==> src/rtl/keypad_scanner.sv <==
// Matrix keypad scanner: one-hot row drive, synchronised column sensing,
// press/release debounce, linear key code and optional typematic repeat.
module keypad_scanner #(
  parameter int ROWS         = 4,
  parameter int COLS         = 4,
  parameter int SCAN_DIV     = 1000,
  parameter int DEBOUNCE_CYC = 20000,
  parameter int REPEAT_EN    = 0,
  parameter int REPEAT_DLY   = 500000,
  parameter int REPEAT_RATE  = 100000,
  localparam int CODE_W      = $clog2(ROWS * COLS)
) (
  input  logic              clk,
  input  logic              reset,
  input  logic [COLS-1:0]   cols,
  output logic [ROWS-1:0]   rows,
  output logic [CODE_W-1:0] key_code,
  output logic              key_valid,
  output logic              key_held,
  output logic              key_release,
  output logic              multi_key
);

  localparam int RIW = $clog2(ROWS);
  localparam int CIW = $clog2(COLS);
  localparam int DVW = $clog2(SCAN_DIV);
  localparam int DBW = $clog2(DEBOUNCE_CYC + 1);
  localparam int RPW = $clog2(REPEAT_DLY);

  typedef enum logic [1:0] {SCAN, DEB_PRESS, HELD, DEB_RELEASE} state_t;

  state_t          state;
  logic [COLS-1:0] cs_meta;
  logic [COLS-1:0] cs;
  logic [DVW-1:0]  dwell;
  logic [DBW-1:0]  deb_cnt;
  logic [RPW-1:0]  rep_cnt;
  logic [RIW-1:0]  row_idx;
  logic [RIW-1:0]  row_nxt;
  logic [CIW-1:0]  col_idx;
  logic [CIW-1:0]  low_col;
  logic            low_found;
  logic [3:0]      ones;
  logic            multi;
  logic            key_bit;

  // Two-flop synchroniser for the asynchronous column inputs
  always_ff @(posedge clk) begin
    if (reset) begin
      cs_meta <= '0;
      cs      <= '0;
    end else begin
      cs_meta <= cols;
      cs      <= cs_meta;
    end
  end

  // Lowest set column, more-than-one-column flag, and next row index
  always_comb begin
    low_col   = '0;
    low_found = 1'b0;
    ones      = '0;
    for (int unsigned i = 0; i < COLS; i++) begin
      ones = ones + 4'(cs[i]);
      if (cs[i] && !low_found) begin
        low_col   = CIW'(i);
        low_found = 1'b1;
      end
    end
    multi   = (ones > 4'd1);
    key_bit = cs[col_idx];
    row_nxt = (row_idx == RIW'(ROWS - 1)) ? '0 : row_idx + 1'b1;
  end

  // Scan / debounce / hold state machine with registered outputs
  always_ff @(posedge clk) begin
    if (reset) begin
      state       <= SCAN;
      rows        <= ROWS'(1);
      row_idx     <= '0;
      col_idx     <= '0;
      dwell       <= '0;
      deb_cnt     <= '0;
      rep_cnt     <= '0;
      key_code    <= '0;
      key_valid   <= 1'b0;
      key_held    <= 1'b0;
      key_release <= 1'b0;
      multi_key   <= 1'b0;
    end else begin
      key_valid   <= 1'b0;
      key_release <= 1'b0;
      case (state)
        SCAN: begin
          if (dwell == DVW'(SCAN_DIV - 1)) begin
            dwell <= '0;
            if (|cs) begin
              col_idx   <= low_col;
              multi_key <= multi;
              deb_cnt   <= '0;
              state     <= DEB_PRESS;
            end else begin
              rows    <= {rows[ROWS-2:0], rows[ROWS-1]};
              row_idx <= row_nxt;
            end
          end else begin
            dwell <= dwell + 1'b1;
          end
        end
        DEB_PRESS: begin
          if (key_bit) begin
            if (deb_cnt == DBW'(DEBOUNCE_CYC)) begin
              key_code  <= CODE_W'(int'(row_idx) * COLS + int'(col_idx));
              key_valid <= 1'b1;
              key_held  <= 1'b1;
              rep_cnt   <= '0;
              state     <= HELD;
            end else begin
              deb_cnt <= deb_cnt + 1'b1;
            end
          end else begin
            rows    <= {rows[ROWS-2:0], rows[ROWS-1]};
            row_idx <= row_nxt;
            state   <= SCAN;
          end
        end
        HELD: begin
          if (!key_bit) begin
            deb_cnt <= '0;
            state   <= DEB_RELEASE;
          end else if (REPEAT_EN != 0) begin
            // Reload instead of clearing so later repeats land every REPEAT_RATE
            if (rep_cnt == RPW'(REPEAT_DLY - 1)) begin
              key_valid <= 1'b1;
              rep_cnt   <= RPW'(REPEAT_DLY - REPEAT_RATE);
            end else begin
              rep_cnt <= rep_cnt + 1'b1;
            end
          end
        end
        DEB_RELEASE: begin
          if (!key_bit) begin
            if (deb_cnt == DBW'(DEBOUNCE_CYC)) begin
              key_release <= 1'b1;
              key_held    <= 1'b0;
              rows        <= {rows[ROWS-2:0], rows[ROWS-1]};
              row_idx     <= row_nxt;
              state       <= SCAN;
            end else begin
              deb_cnt <= deb_cnt + 1'b1;
            end
          end else begin
            state <= HELD;
          end
        end
        default: state <= SCAN;
      endcase
    end
  end

endmodule

==> config.mk <==
export PLATFORM = sky130hd
export DESIGN_NAME = keypad_scanner
export DESIGN_NICKNAME = d
export VERILOG_FILES = /design/src/rtl/keypad_scanner.sv
export SDC_FILE = /design/constraint.sdc
export NUM_CORES = 1
export LEC_CHECK = 0
export ABC_AREA = 0
export CAP_MARGIN = 20
export CORE_UTILIZATION = 50
export CTS_BUF_LIST = sky130_fd_sc_hd__clkbuf_16
export CTS_CLUSTER_DIAMETER = 50
export DETAILED_ROUTE_END_ITERATION = 12
export PLACE_DENSITY = 0.78
export SETUP_SLACK_MARGIN = 0.1
export SLEW_MARGIN = 30
export SYNTH_ARGS = -nofsm -noshare
export SYNTH_HDL_FRONTEND = slang
export SYNTH_SLANG_ARGS = --single-unit
==> constraint.sdc <==
create_clock -name clk -period 4 [get_ports clk]
set_input_delay 0.8 -clock clk [delete_from_list [all_inputs] [get_ports clk]]
set_output_delay 0.8 -clock clk [all_outputs]
set_load 0.02 [all_outputs]
### Yosys cells after proc, flatten, opt, wreduce, memory -nomap -nowiden

Index checks and enable logic that the tools add are counted.

* mux-type cells: 43
* eq/ne operators: 17
* reduce and logical (&&, ||, !) cells: 18
* bitwise logic cells: 3
* $add $sub $neg: 7
* order comparisons: 2

Operator list (number)
* $mux W15: 6
* $pmux W15 S4: 1
* $mux W2: 15
* $mux W4: 5
* $ne A2 B2 Y1 const B: 9
* $add A15 B1 Y15 const B: 1
* $eq A15 B15 Y1 const B: 1
* $reduce_and A5 Y1: 3
* $pmux W4 S3: 1
* $add A10 B1 Y10 const B: 1
* $eq A10 B10 Y1 const B: 1
* $mux W1: 10
* $mux W10: 1
* $pmux W2 S4: 1
* $eq A2 B2 Y1 const B: 3
* $ne A3 B3 Y1 const B: 2
* $pmux W2 S3: 1
* $reduce_and A3 Y1: 2
* $reduce_and A6 Y1: 1
* $reduce_or A3 Y1: 2
* $add A3 B1 Y4: 1
* $add A4 B2 Y4: 1
* $gt A4 B1 Y1 const B: 1
* $reduce_or A4 Y1: 1
* other kinds (13): 19

* output and inout port bits: 12
* word-level logic and storage cells: 103
* bits of input ports: 6
* bits in registers: 51

### Longest topological paths before layout

* depth after elaboration: 10
* depth in mapped cells: 9
* depth with buffers taken out: 7

### Least setup slack after synthesis

Ideal clock, no wire load.

* kind: flip-flop to flip-flop
* from: register col_idx[0]
* to: register deb_cnt[9]
* required time: 3.941 ns
* stages on the path, launching flop included: 8
* slack: 1.799 ns
* data arrival time: 2.141 ns
* clock period less this slack: 2.201 ns
* cells stage by stage: dfxtp_1 > mux4_2 > xnor2_1 > or3b_1 > buf_6 > buf_6 > a2111o_1 > nand2_1

* word-level cells in the longest chain between the ends: 4

RTL lines
* start: declaration: line 40 `logic [CIW-1:0] col_idx;`
* start signal: assignment: line 98 `col_idx <= low_col;`
* $bmux W1 S2 *: line 71 `key_bit = cs[col_idx];`
* $mux W1 (not written as such) *: line 71
* $ne A2 B2 Y1 (no source line)
* $reduce_and A5 Y1 (no source line) *
* end signal: assignment: line 119 `deb_cnt <= deb_cnt + 1'b1;`
* end signal: assignment: line 150 `deb_cnt <= deb_cnt + 1'b1;`
* end: declaration: line 36 `logic [DBW-1:0] deb_cnt;`

Mark *: on every way between the ends. The rest lies on a longest branch, timed or not. The select of a mux whose other input is x is not followed.
A chain may end at the register's enable or synchronous reset.

### Final worst setup path

* from: register col_idx[0]
* to: register deb_cnt[6]

Same word-level chain as after synthesis.

==> flow_metrics.env <==
export IMPL_drtAntennaViolNets=0
export IMPL_cts_sinks=51
export IMPL_initial_utilization_pct=53.58
export IMPL_synthMuxAreaShare_pct=4.303
export IMPL_slew_violations=0
export IMPL_slew_limit_headroom_pct=43.96
export IMPL_critPathMaxFanout=27
export IMPL_drtIter0Drc=123
export IMPL_synth_avg_cell_area_sq_um=9.006
export IMPL_crit_required_ns=4.21
export IMPL_vias=2029
export IMPL_clkTransAtPathRegs_ns=0.06
export IMPL_setup_worst_path_start="col_idx[0]"
export IMPL_synth_fa_ha_area_share_pct=4.458
export IMPL_crit_type="flop to flop"
export IMPL_synth_simple_area_share_pct=24.42
export IMPL_finalHoldViolations=0
export IMPL_wl_per_cell_um=14.94
export IMPL_post_cts_setup_buffers=0
export IMPL_worst_skew_pair_late_latency_ns=0.29
export IMPL_post_place_ws_ns=1.411
export IMPL_worst_slack_ns=1.402
export IMPL_grt_max_degree=28
export IMPL_dieArea_sq_um=5109
export IMPL_setup_tns_final_ns=0
export IMPL_area_growth_pct=14.41
export IMPL_cts_resized_gates=0
export IMPL_fmax_mhz=384.9
export IMPL_synth_net_count=282
export IMPL_grt_total_usage_pct=21.05
export IMPL_die_w_um=71.48
export IMPL_netlist_instances=268
export IMPL_worstHoldStart="cs_meta[0]"
export IMPL_setup_viol=0
export IMPL_ctsLongestPathBuffers=2
export IMPL_powerDensity_nw_per_um2=374.6
export IMPL_io_buffers=17
export IMPL_skew_ns=0.004468
export IMPL_grt_pass1_wl_mm=8.618
export IMPL_grt_antenna_before_repair=0
export IMPL_diodes=0
export IMPL_cts_tree="done"
export IMPL_final_nets=295
export IMPL_gp_routability_congestion=0.8352
export IMPL_core_area_sq_um=4504
export IMPL_drive_gt1_share_pct=4.610
export IMPL_yosysWarnings=0
export IMPL_post_synth_top_area_cell="dfxtp_1"
export IMPL_grt_pass1_vias=1919
export IMPL_worst_pin_slew_ns=0.8406
export IMPL_cts_root_buffer="clkbuf_16"
export IMPL_synth_top_family_by_area="simple AND/OR/NAND/NOR gates"
export IMPL_synth_xor_area_share_pct=2.903
export IMPL_yosysTopAreaCellShare_pct=42.30
export IMPL_synth_enable_flop_cells=0
export IMPL_min_path_type="flop to flop"
export IMPL_yosys_register_bits=51
export IMPL_crit_path_start_kind="flop"
export IMPL_synth_compound_area_share_pct=17.47
export IMPL_cts_hold_buffers=0
export IMPL_rsz0062_at_grt="false"
export IMPL_drtPass1Iterations=4
export IMPL_critPathTopFamily="simple AND/OR/NAND/NOR gates"
export IMPL_maxCapViolations=0
export IMPL_cp_arrival_ns=2.81
export IMPL_ios=18
export IMPL_fp_row_count=24
export IMPL_slowest_stage="or3b_1"
export IMPL_syn_area_sq_um=2414
export IMPL_critPathBufInv=0
export IMPL_fin_crit_sh_pct=64.95
export IMPL_ir_worst_vdd_mv=0.2708
export IMPL_r2r_start="col_idx[0]"
export IMPL_wirelength_mm=4.989
export IMPL_vias_per_cell=6.075
export IMPL_drc=0
export IMPL_critPathCaptureType="flop"
export IMPL_cts_buffers=5
export IMPL_cp_cell_sequence="mux4_2 > xnor2_1 > or3b_1 > or3_1 > a21oi_1"
export IMPL_h_tree_depth=2
export IMPL_outcome="finished clean"
export IMPL_power_leakage_nw=1.003
export IMPL_grt_overflow_total=0
export IMPL_critical_path_max_stage_delay_ns=0.73
export IMPL_fillerInstances=381
export IMPL_die_h_um=71.48
export IMPL_fin_crit_ns=2.598
export IMPL_synth_area_top_cells="dfxtp_1, nand2_1, a2111o_1"
export IMPL_synth_top_flop_cell="dfxtp_1"
export IMPL_ys_seq_area_share_pct=42.30
export IMPL_dp_hpwl_mm=3.290
export IMPL_synth_cell_types=42
export IMPL_ys_async_sr_fraction_pct=0
-- cell families (layout without fill, tap and decap cells) --
| kind of cell | Yosys count | after routing |
|---|---|---|
| compound gates | 59 | 59 |
| xor+xnor | 8 | 8 |
| fa+ha+maj | 8 | 8 |
| buf+inv | 22 | 36 |
| flops | 51 | 51 |
| mux | 9 | 9 |
| simple gates | 111 | 111 |
-- Yosys cell counts, types with 3 or more instances --
| cell type | count |
|---|---|
| xnor2_1 | 3 |
| nand4_1 | 6 |
| nor2_1 | 14 |
| o2111ai_1 | 9 |
| xor2_1 | 5 |
| dfxtp_1 | 51 |
| and3_1 | 4 |
| nor3_1 | 7 |
| inv_1 | 9 |
| a2111o_1 | 11 |
| nand2_1 | 36 |
| nor2b_1 | 10 |
| ha_1 | 7 |
| nand3_1 | 12 |
| and4_1 | 5 |
| o21ai_0 | 12 |
| nor4bb_1 | 3 |
| clkbuf_1 | 8 |
| nor3b_1 | 3 |
| a21oi_1 | 19 |
| mux2i_1 | 7 |
-- routing by layer --
metal,routed length [um],GRT usage (%)
met4,80,7.190
met3,199,4.641
met2,2398,35.13
met1,2309,27.12
met5,0,0
-- final timing paths --
| kind | endpoint | slack (ns) | cells past startpoint |
|---|---|---|---|
| worst max-delay path | deb_cnt[6] | 1.40 | 5 |
| worst min-delay path | cs[0] | 0.45 | 1 |
| worst max register to register | deb_cnt[6] | 1.40 | 5 |
| worst min register to register | cs[0] | 0.45 | 1 |
-- cell type report --
class / instances / area (sq um) / share of cell area [%]
inverters: 9 / 33.78 / 1.223
well taps: 52 / 65.06 / 2.356
repair buffers: 19 / 185.2 / 6.706
clock buffers: 5 / 125.1 / 4.531
clock inverters: 3 / 38.79 / 1.405
multi-input cells: 195 / 1292 / 46.81
flip-flops and latches: 51 / 1021 / 36.97
-- sequential cells by signal, summed over array words and instances, names as in the netlist, named ones only --
name	flops
row_idx	2
dwell	10
key_code	4
key_held	1
col_idx	2
rows	4
deb_cnt	15
state	1
cs_meta	4
multi_key	1
key_release	1
cs	4
key_valid	1
-- cell usage in the layout (no fill, tap or decap), types with 2 or more instances in the layout --
cell	instances
nor2_1	14
a21o_1	2
and2_1	2
a21oi_1	19
a311oi_1	2
xnor2_1	3
nor2b_1	10
or3_1	2
mux2i_1	7
nand2_1	36
o21ai_0	12
nand3_1	12
nor3_1	7
dfxtp_1	51
and3_1	4
nor3b_1	3
buf_4	2
clkbuf_16	5
ha_1	7
inv_1	9
xor2_1	5
nor4bb_1	3
clkdlybuf4s50_1	17
nand4_1	6
and4_1	5
a2111o_1	11
o2111ai_1	9
-- report_power, final --
group,internal [mW],switching (mW)
logic,0.0173,0.0244
registers,0.515,0.00644
clock network,0.292,0.179
-- through the flow --
stage	total power [mW]	area (sq um)	utilization (%)	cells	hold slack, ns
after global routing	1.067	2761	61.31	334	0.4591
after detailed placement	0.5744	2597	57.67	326	0.4260
after global placement	0.5728	2597	57.67	326	0.4174
after CTS	1.040	2761	61.31	334	0.4408
final	1.034	2761	61.31	334	0.4454
after floorplan	0.5597	2414	-	268	0.4138
No activity file was read; power rests on OpenSTA's default activity.
